$ cat src/rtl/prewish_pkg.sv
// prewish_pkg: shared state encoding and pattern constants for the prewish mentor/blinky link
package prewish_pkg;
  typedef enum logic {IDLE = 1'b0, RUN = 1'b1} state_e;
  localparam int PAT_WIDTH = 8;
  localparam logic [2:0] PAT_MSB = 3'd7;
endpackage

$ cat src/rtl/prewish_prescaler.sv
// prewish_prescaler: free-running per-bit hold counter with clear and terminal-count strobe
module prewish_prescaler #(
  parameter int WIDTH = 21
) (
  input  logic CLK_I,
  input  logic RST_I,
  input  logic clr,
  input  logic en,
  output logic tc
);
  logic [WIDTH-1:0] cnt_q, cnt_d;
  always_comb cnt_d = clr ? '0 : en ? cnt_q + WIDTH'(1) : cnt_q;
  always_ff @(posedge CLK_I or negedge RST_I)
    if (!RST_I) cnt_q <= '0;
    else cnt_q <= cnt_d;
  assign tc = en & (&cnt_q);
endmodule

$ cat src/rtl/prewish_blinker.sv
// prewish_blinker: accepts an 8-bit pattern on a strobe edge and plays it MSB first on the LED
module prewish_blinker
  import prewish_pkg::*;
#(
  parameter int PRESCALE_BITS = 21
) (
  input  logic                 CLK_I,
  input  logic                 RST_I,
  input  logic                 STB_I,
  input  logic [PAT_WIDTH-1:0] DAT_I,
  output logic                 ACK_O,
  output logic                 o_led,
  output logic                 o_busy
);
  state_e               state_q, state_d;
  logic [PAT_WIDTH-1:0] mask_q, mask_d;
  logic [2:0]           idx_q, idx_d;
  logic                 stb_prev_q, ack_q, ack_d, accept, tc;

  assign accept = STB_I & ~stb_prev_q;

  prewish_prescaler #(.WIDTH(PRESCALE_BITS)) u_prescaler (
    .CLK_I(CLK_I),
    .RST_I(RST_I),
    .clr  (accept),
    .en   (state_q == RUN),
    .tc   (tc)
  );

  // accept outranks the terminal count so a new pattern always restarts at the MSB
  always_comb begin
    state_d = accept ? ((DAT_I != '0) ? RUN : IDLE) : state_q;
    mask_d  = accept ? DAT_I : mask_q;
    idx_d   = accept ? PAT_MSB : tc ? idx_q - 3'd1 : idx_q;
    ack_d   = accept;
  end

  always_ff @(posedge CLK_I or negedge RST_I)
    if (!RST_I) begin
      state_q    <= IDLE;
      mask_q     <= '0;
      idx_q      <= PAT_MSB;
      stb_prev_q <= 1'b0;
      ack_q      <= 1'b0;
    end else begin
      state_q    <= state_d;
      mask_q     <= mask_d;
      idx_q      <= idx_d;
      stb_prev_q <= STB_I;
      ack_q      <= ack_d;
    end

  assign ACK_O  = ack_q;
  assign o_busy = (state_q == RUN);
  assign o_led  = o_busy & mask_q[idx_q];
endmodule

$ cat config.mk
export PLATFORM = sky130hd
export DESIGN_NAME = prewish_blinker
export DESIGN_NICKNAME = d
export VERILOG_FILES = /design/src/rtl/prewish_pkg.sv /design/src/rtl/prewish_prescaler.sv /design/src/rtl/prewish_blinker.sv
export SDC_FILE = /design/constraint.sdc
export NUM_CORES = 1
export LEC_CHECK = 0
export ABC_AREA = 0
export BUFFER_PORTS_ARGS = -buffer_cell sky130_fd_sc_hd__buf_4
export CORE_MARGIN = 5
export CORE_UTILIZATION = 56
export DETAILED_ROUTE_END_ITERATION = 16
export GPL_TIMING_DRIVEN = 0
export PLACE_DENSITY_LB_ADDON = 0.1
export SLEW_MARGIN = 20
export SYNTH_ARGS = -nofsm -noshare
export SYNTH_HDL_FRONTEND = slang
export SYNTH_SLANG_ARGS = --single-unit
$ cat constraint.sdc
create_clock -name CLK_I -period 5.7 [get_ports CLK_I]
set_input_delay 0.285 -clock CLK_I [delete_from_list [all_inputs] [get_ports CLK_I]]
set_output_delay 0.285 -clock CLK_I [all_outputs]
set_load 0.02 [all_outputs]
Word level (Yosys, flattened, before mapping)
Index checks and enable logic that the tools add are counted.
Word-level totals
  register bits: 35
  input bits: 11
Operators by class
  add/sub/neg operators: 2
  reductions and logical operators: 4
  magnitude comparators: 1
  bitwise logic cells: 4
  muxes and demuxes: 7
Operators by type and width (count)
  2-to-1 mux 21 bit: 2
  adder 21 x 1 -> 21 bit, second input constant: 1
  AND reduction 21 bit: 1
  nonzero test 8 bit: 1
  2-to-1 mux 3 bit: 2
  less-than comparator 3 x 4 -> 1 bit, second input constant: 1
  nonzero test 2 bit: 2
  AND 1 bit: 3
  binary-select mux 1 bit (select 3 bit): 1
  subtractor 3 x 1 -> 3 bit, second input constant: 1
  2-to-1 mux 1 bit: 2
  NOT 1 bit: 1

Logic depth before layout (Yosys ltp)
Gate-level depths: netlist of the first run.
  depth after elaboration: 4
  depth in mapped cells: 6

Cells and area by module
From an unflattened synthesis of the first run, not the netlist that was laid out.
Unflattened totals
  cells, all modules: 170
  area total of the unflattened synthesis: 1690.4 um^2
Modules (own cells, without submodules)
  prewish_prescaler: cells an instance 107, area an instance 1076.0 um^2, times used 1
  prewish_blinker: cells an instance 63, area an instance 614.3 um^2, times used 1

Worst setup path before layout of the first run
OpenSTA, ideal clock, no wires.
  kind: reg2reg
  from: reg state_q (netlist: o_busy)
  to: reg u_prescaler.cnt_q[16]
  stages on the path, launching flop included: 7
  setup slack: 3.734 ns
  setup time: 0.077 ns
  arrival time: 1.888 ns
  cells stage by stage: dfrtp_1 clkbuf_8 nand4_2 or4_1 buf_2 or4_1 a21oi_1
Between the ends
  longest elaborated chain between the ends: 1
RTL lines
  from (decl): RTL line prewish_blinker.sv:15  | state_e state_q, state_d;
  from (signal assigned): RTL line prewish_blinker.sv:46  | state_q <= state_d;
  nonzero test 2 bit (no source line)
  to (signal assigned): RTL line prewish_prescaler.sv:15  | else cnt_q <= cnt_d;
  to (decl): RTL line prewish_prescaler.sv:11  | logic [WIDTH-1:0] cnt_q, cnt_d;
Every way passes these cells.
A chain may end at the register's enable or synchronous reset.

Worst setup path after layout of the first run
  from: reg idx_q[0]
  to: out o_led
Between the ends
  longest elaborated chain between the ends: 3
RTL lines
  from (decl): RTL line prewish_blinker.sv:17  | logic [2:0] idx_q, idx_d;
  from (signal assigned): RTL line prewish_blinker.sv:48  | idx_q <= idx_d;
  binary-select mux 1 bit (select 3 bit): RTL line prewish_blinker.sv:55  | assign o_led = o_busy & mask_q[idx_q];
  2-to-1 mux 1 bit (not written as such): RTL line prewish_blinker.sv:55
  AND 1 bit: RTL line prewish_blinker.sv:55
  to (decl): RTL line prewish_blinker.sv:12  | output logic o_led,
Every way passes these cells. The select of a mux whose other input is x is not followed.

==> flow_metrics.py, run 1 <==
metrics = {
    "critical_path": {
        "crit_type": "reg2out",
        "arrival_ns": 1.87,
        "cp_max_fo": 5,
        "crit_path_end_kind": "output port",
        "cp.required_ns": 5.41,
        "start_kind": "flip-flop",
    },
    "sta": {
        "slew_headroom_pct": 60.59,
        "finalHoldViolCount": 0,
        "rsz0062_at_grt": "false",
        "fmax_mhz": 465.1,
        "slew_viol_final": 0,
        "period_minus_slack_ns": 2.150,
        "fin_setup_tns_ns": 0,
        "worstMarginPinSlew_ns": 0.5857,
        "hold_slack_ns": 0.05084,
        "finalWorstSetupSlack_ns": 3.550,
        "setup_viol": 0,
        "fin_crit_sh_pct": 37.72,
        "fin_skew_ns": 0.006886,
    },
    "global_route": {
        "grt_max_degree": 36,
        "grt_first_pass_wirelength_um": 6092,
        "use_met2_pct": 31.98,
        "grt_pass1_vias": 1276,
        "antenna_found_initial": 0,
        "global_route.usage.met1_pct": 23.49,
        "track_usage_pct": 18.84,
        "gr-total-overflow": 0,
        "grt-busiest-layer": "met2",
        "grt_util_met3_pct": 5.128,
    },
    "synthesis": {
        "synth_fa_ha_area_share_pct": 1.460,
        "syn-num-nets": 185,
        "synth_edf_count": 0,
        "synth-simple-area-share_pct": 25.47,
        "ys_ff_latch": 35,
        "avgSynthCellArea_sq_um": 9.966,
        "yosys-mux-area-fraction_pct": 4.380,
        "synth-compound-area-share_pct": 8.321,
        "synth_xor_area_share_pct": 5.109,
        "syn_area_sq_um": 1714,
        "async_flop_share_pct": 100.0,
        "synth_top_family_by_area": "simple AND/OR/NAND/NOR gates",
        "ys_warn_count": 0,
        "yosysSeqAreaShare_pct": 51.31,
        "synth_cell_types": 37,
        "synth_top_flop_cell": "dfrtp_1",
        "syn_inst": 172,
    },
    "die": {
        "rows": 20,
        "initial_utilization_pct": 57.08,
        "core-area_sq_um": 3003,
        "die_x_um": 65.33,
        "fp.dieH_um": 65.33,
        "dieArea_sq_um": 4267,
        "boundaryPins": 14,
    },
    "cts": {
        "numCtsBuffers": 5,
        "clockBufferDepth": 2,
        "clockRootBuffer": "clkbuf_4",
        "cts_max_level": 2,
        "insertion_delay_ns": 0.34,
        "cts.sinks": 35,
        "clk_pin_slew_ns": 0.11,
        "cts_tree": "built",
    },
    "pwr": {
        "ir_drop_mv": 0.2015,
        "p_total_uw": 531.8,
        "power.leakage_nw": 0.8868,
        "p_per_area_nw_per_um2": 272.8,
    },
    "detailed_routing": {
        "vias_per_cell": 5.916,
        "initialDrtViolationCount": 50,
        "routed_wl_um": 3452,
        "wl_per_cell_um": 15.21,
        "drc_errors": 0,
        "vias": 1343,
        "ant_nets": 0,
        "firstDrtPassIters": 4,
    },
    "status": {
        "status": "finished, final reports clean",
    },
    "cells_and_area": {
        "area_growth_pct": 13.72,
        "fin_nets": 206,
        "fillers": 260,
        "mostFrequentLayoutCells": "dfrtp_1 (32), nand2_1 (30), nor2_1 (13), buf_4 (13), a21oi_1 (11)",
        "n_antenna_cell": 0,
        "layout_commonest_cell": "dfrtp_1",
        "drive_gt1_share_pct": 18.56,
    },
    "placement": {
        "dp_slack_ns": 3.646,
        "port_buffers": 13,
        "place_hpwl_um": 2380,
        "place.gp.congestion": 0.8006,
    },
    "job": {
        "drv_cap": 0,
    },
    "min_path": {
        "min_path_type": "in2reg",
    },
}
==> cell type report <==
cell class,count,area [sq um],area share (%)
sequential,35,879.6,45.12
multi-input combinational,124,767.0,39.35
timing repair buffer,14,107.6,5.520
clock buffer,6,51.30,2.632
buffer,7,45.04,2.311
tap,33,41.29,2.118
clock inverter,2,35.03,1.797
inverter,6,22.52,1.155
==> per-layer routing <==
layer  share of wire [%]  wire length [um]  vias to the layer above
li1                    -                 -                      655
met3                 4.5               157                        6
met2                  50              1718                       28
met5                   0                 0                        -
met1                  44              1532                      654
met4                 1.3                44                        0
==> kinds of logic after synthesis <==
| group | Yosys count |
|---|---|
| AO/OA/AOI/OAI | 25 |
| XOR/XNOR | 10 |
| adder cells (fa/ha/maj) | 2 |
| buffers and inverters | 13 |
| flip-flops | 35 |
| multiplexers | 5 |
| AND/OR/NAND/NOR | 82 |
==> power breakdown <==
part	internal (mW)	total (mW)	switching, mW
logic	0.0271	0.0581	0.0310
registers	0.267	0.284	0.0173
clock network	0.104	0.190	0.0860
total	0.398	0.532	0.134
==> registers in the layout, summed over array words and instances (netlist names) <==
name / flops
u_prescaler.cnt_q: 21
mask_q: 8
idx_q: 3
ACK_O: 1
o_busy: 1
stb_prev_q: 1
==> final timing paths <==
path | start | slack (ns) | endpoint | depth (start not counted)
max in group asynchronous | RST_I | 4.95 | idx_q[1]$_DFFE_PN1P_ | 2
min reg2reg | mask_q[2]$_DFFE_PN0P_ | 0.48 | mask_q[2]$_DFFE_PN0P_ | 2
max reg2reg | u_prescaler.cnt_q[9]$_DFFE_PN0P_ | 3.58 | u_prescaler.cnt_q[16]$_DFFE_PN0P_ | 5
max | idx_q[0]$_DFFE_PN1P_ | 3.55 | o_led | 4
min in group asynchronous | RST_I | 0.41 | u_prescaler.cnt_q[9]$_DFFE_PN0P_ | 2
min | STB_I | 0.05 | stb_prev_q$_DFF_PN0_ | 1
==> critical path: stages (launching register included) <==
cell and delay [ns]:
dfstp_2 0.61, mux4_2 0.51, mux2i_1 0.16, nor2b_1 0.08, buf_4 0.16
==> timing repair <==
item,4_1_cts,5_1_grt
endpoints found under the hold margin,32,0
resized for setup,0,0
hold buffers,1,0
setup buffers,0,0
==> synthesized netlist by cell type (2+ instances only) <==
| library cell | count | area, sq um |
|---|---|---|
| a21oi_1 | 11 | 55.05 |
| nor4_1 | 4 | 25.02 |
| nor3_1 | 2 | 10.01 |
| dfrtp_1 | 32 | 800.8 |
| or3_1 | 4 | 25.02 |
| ha_1 | 2 | 25.02 |
| o21ai_0 | 7 | 35.03 |
| dfstp_2 | 3 | 78.83 |
| mux4_2 | 2 | 45.04 |
| or4_2 | 3 | 26.28 |
| and3_1 | 2 | 12.51 |
| mux2i_1 | 3 | 30.03 |
| xor2_1 | 6 | 52.55 |
| o31ai_1 | 4 | 30.03 |
| and4_1 | 4 | 35.03 |
| nor2_1 | 13 | 48.80 |
| xnor2_1 | 4 | 35.03 |
| nand4_1 | 4 | 25.02 |
| clkbuf_1 | 4 | 15.01 |
| nand2_1 | 30 | 112.6 |
| nand3_1 | 7 | 35.03 |
| inv_1 | 5 | 18.77 |
| or4_1 | 2 | 15.01 |
==> through the flow <==
step	instance area [sq um]	std cells	utilization [%]
floorplan	1714	172	-
global placement	1853	218	61.71
detailed placement	1853	218	61.71
CTS	1949	227	64.92
global route	1949	227	64.92
finish	1949	227	64.92
Power figures use the tool's default switching activity.
==> inputs of run 2 (changes only) <==
--- a/config.mk
+++ b/config.mk
@@ -5,10 +5,10 @@
 export SDC_FILE = /design/constraint.sdc
 export NUM_CORES = 1
 export LEC_CHECK = 0
-export ABC_AREA = 0
+export ABC_AREA = 1
 export BUFFER_PORTS_ARGS = -buffer_cell sky130_fd_sc_hd__buf_4
 export CORE_MARGIN = 5
-export CORE_UTILIZATION = 56
+export CORE_UTILIZATION = 53
 export DETAILED_ROUTE_END_ITERATION = 16
 export GPL_TIMING_DRIVEN = 0
 export PLACE_DENSITY_LB_ADDON = 0.1
==> constraint.sdc (replaced) <==
create_clock -name CLK_I -period 1.9 [get_ports CLK_I]
set_input_delay 0.095 -clock CLK_I [delete_from_list [all_inputs] [get_ports CLK_I]]
set_output_delay 0.095 -clock CLK_I [all_outputs]
set_load 0.02 [all_outputs]
==> run 2 against run 1 <==
Clock power grew 120%. Setup slack lost 3.4 ns. Via count grew 18%. Non-clock buffer count grew 7. Cell count grew 40%. Synthesized area grew 6.5%. Sequential share of layout area shrank 4.1 points. Clock skew grew 0.0059 ns. Utilization shrank 0.61 points. Combinational power grew to 3.5 times the previous value. First-iteration DRC count grew 30%. Largest power group unchanged. Highest routed layer unchanged.
==> flow_metrics.py, run 2 <==
metrics = {
    "synthesis": {
        "synth-compound-area-share_pct": 8.910,
        "synth_xor_area_share_pct": 0,
        "syn-num-nets": 253,
        "synth_cell_types": 29,
        "synth_top_family_by_area": "simple AND/OR/NAND/NOR gates",
        "synth_fa_ha_area_share_pct": 1.371,
        "syn_area_sq_um": 1826,
        "synth-simple-area-share_pct": 34.13,
        "synth_top_area_share_pct": 43.87,
        "ys_warn_count": 0,
        "synth_most_common_cell": "nand2_1",
        "yosys.area.top_type": "dfrtp_1",
        "synth_top_flop_cell": "dfrtp_1",
        "avgSynthCellArea_sq_um": 7.606,
        "synthTopCellsByArea": "dfrtp_1 (44%), nand2_1 (14%), nor2_1 (6.4%), inv_1 (5.3%), dfstp_2 (4.3%)",
        "async_flop_share_pct": 100.0,
        "syn_inst": 240,
        "ys_ff_latch": 35,
        "synth_edf_count": 0,
        "yosys-mux-area-fraction_pct": 0,
        "synthTopCellsByCount": "nand2_1 (70), dfrtp_1 (32), nor2_1 (31)",
        "yosysSeqAreaShare_pct": 48.18,
    },
    "critical_path": {
        "cp_top_family": "flip-flops",
        "crit_type": "reg2out",
        "cp_cell_sequence": "inv_1 > a21oi_1 > o21ai_0 > o211ai_1 > nand2_1 > nor2_1 > buf_4",
        "start_kind": "flip-flop",
        "arrival_ns": 1.62,
        "cp_max_fo": 7,
        "cp.required_ns": 1.80,
        "path_buf_inv": 2,
        "reg2reg_depth": 6,
        "path_depth": 7,
        "crit_path_end_kind": "output port",
        "cpPeakStageDelay_ns": 0.58,
        "cpMaxStageDelayCell": "dfstp_2",
    },
    "detailed_routing": {
        "drc_errors": 0,
        "vias_per_cell": 5.000,
        "routed_wl_um": 3727,
        "initialDrtViolationCount": 65,
        "ant_nets": 0,
        "wl_per_cell_um": 11.72,
        "vias": 1590,
        "firstDrtPassIters": 4,
    },
    "cts": {
        "cts.sinks": 35,
        "cts_tree": "built",
        "numCtsBuffers": 5,
        "clk_pin_slew_ns": 0.12,
        "cts_max_level": 2,
        "cts_resized": 0,
        "clockBufferDepth": 2,
        "insertion_delay_ns": 0.35,
        "clockRootBuffer": "clkbuf_4",
    },
    "sta": {
        "worstMarginPinSlew_ns": 0.4413,
        "finalWorstSetupSlack_ns": 0.1883,
        "fin_setup_tns_ns": 0,
        "setup_viol": 0,
        "period_minus_slack_ns": 1.712,
        "fmax_mhz": 584.2,
        "slew_headroom_pct": 70.58,
        "fin_skew_ns": 0.01278,
        "slew_viol_final": 0,
        "rsz0062_at_grt": "false",
        "finalHoldViolCount": 0,
        "fin_crit_sh_pct": 90.09,
    },
    "pwr": {
        "power.internal_mw": 1.041,
        "p_switching_uw": 445.0,
        "p_total_mw": 1.486,
        "p_clk_share_pct": 28.0,
        "ir_drop_mv": 0.5804,
        "seqPwrFrac_pct": 58.2,
        "swShare_pct": 29.94,
        "p_comb_share_pct": 13.8,
        "power.leakage_nw": 1.046,
        "p_per_area_nw_per_um2": 692.6,
    },
    "cells_and_area": {
        "final_util_pct": 64.30,
        "top_regs": "u_prescaler.cnt_q x21, mask_q x8, idx_q x3",
        "largest_reg_flops": 21,
        "layout_commonest_cell": "nand2_1",
        "area_growth_pct": 17.55,
        "fillers": 305,
        "fin_nets": 284,
        "final_area_sq_um": 2146,
        "mostFrequentLayoutCells": "nand2_1 (70), dfrtp_1 (32), nor2_1 (31)",
        "drive_gt1_share_pct": 16.91,
        "top_register": "u_prescaler.cnt_q",
        "n_antenna_cell": 0,
    },
    "die": {
        "boundaryPins": 14,
        "die_x_um": 68.69,
        "dieArea_sq_um": 4718,
        "fp.dieH_um": 68.69,
        "rows": 21,
        "initial_utilization_pct": 54.71,
        "core-area_sq_um": 3337,
    },
    "job": {
        "drv_cap": 0,
    },
    "global_route": {
        "antenna_found_initial": 0,
        "grt_max_degree": 36,
        "gr-total-overflow": 0,
        "grt_first_pass_wirelength_um": 6582,
        "grt_pass1_vias": 1504,
        "track_usage_pct": 19.11,
    },
    "status": {
        "status": "finished, final reports clean",
    },
    "placement": {
        "port_buffers": 13,
        "place_hpwl_um": 2654,
        "place.gp.congestion": 0.7841,
        "placed_area_sq_um": 1981,
        "dp_slack_ns": 0.4670,
    },
    "min_path": {
        "min_path_type": "in2async",
    },
}
## run 2: cell types whose count changed in the layout (fill, tap and decap cells not counted), moves of 5 or more
cell           previous run  this run
inv_1                     5        26
nand3_1                   7        12
dlygate4sd3_1             1        10
o21ai_0                   7        12
nor2_1                   13        31
xor2_1                    6         0
nand2_1                  30        70
## run 2: area by class of cell
cell class | instances | area [sq um] | share of cell area (%)
Multi-Input combinational cell | 171 | 810.8 | 37.78
Sequential cell | 35 | 879.6 | 40.99
Inverter | 30 | 112.6 | 5.248
Clock buffer | 5 | 37.54 | 1.749
Timing Repair Buffer | 24 | 205.2 | 9.563
Clock inverter | 3 | 20.02 | 0.9329
Tap cell | 46 | 57.56 | 2.682
Buffer | 4 | 22.52 | 1.050
## run 2: kinds of logic (layout without fill, tap and decap cells)
| group | after synthesis | after routing |
|---|---|---|
| AO/OA/AOI/OAI | 31 | 31 |
| adder cells (fa/ha/maj) | 2 | 2 |
| buffers and inverters | 34 | 66 |
| flip-flops | 35 | 35 |
| AND/OR/NAND/NOR | 138 | 138 |
## run 2: metrics by stage
step / instances / hold WS, ns
finish: 318 / 0.2227
global route: 318 / 0.2650
CTS: 317 / 0.2317
detailed placement: 299 / 0.07771
global placement: 299 / 0.07385
floorplan: 240 / -0.2006
## run 2: worst paths after layout
check | to | slack [ns] | from
worst max register to register | u_prescaler.cnt_q[10]$_DFFE_PN0P_ | 0.43 | u_prescaler.cnt_q[0]$_DFFE_PN0P_
worst min register to register | mask_q[6]$_DFFE_PN0P_ | 0.48 | mask_q[6]$_DFFE_PN0P_
min in group CLK_I | stb_prev_q$_DFF_PN0_ | 0.40 | STB_I
worst max-delay path | o_led | 0.19 | idx_q[0]$_DFFE_PN1P_
worst min-delay path | stb_prev_q$_DFF_PN0_ | 0.22 | RST_I
max in group asynchronous | idx_q[0]$_DFFE_PN1P_ | 1.32 | RST_I
## run 2: power by group through the flow
stage               clock network [mW]  registers [mW]  logic [mW]
detailed placement                   0           0.880       0.193
global route                     0.470           0.875       0.236
finish                           0.416           0.865       0.205
CTS                              0.420           0.866       0.209
global placement                     0           0.878       0.186
floorplan                            0           0.868       0.123
## run 2: repair_timing
action | CTS | global route
setup endpoints to repair | 0 | 1
endpoints found under the hold margin | 41 | 0
hold buffers | 10 | 0
setup buffers | 0 | 1
## run 2: per-layer routing
metal	share of wire, %	vias to the layer above	GRT usage, %
li1	-	825	-
met1	45	727	23.06
met2	49	30	32.66
met3	4.5	8	5.348
met4	1.7	0	6.569
met5	0	-	0
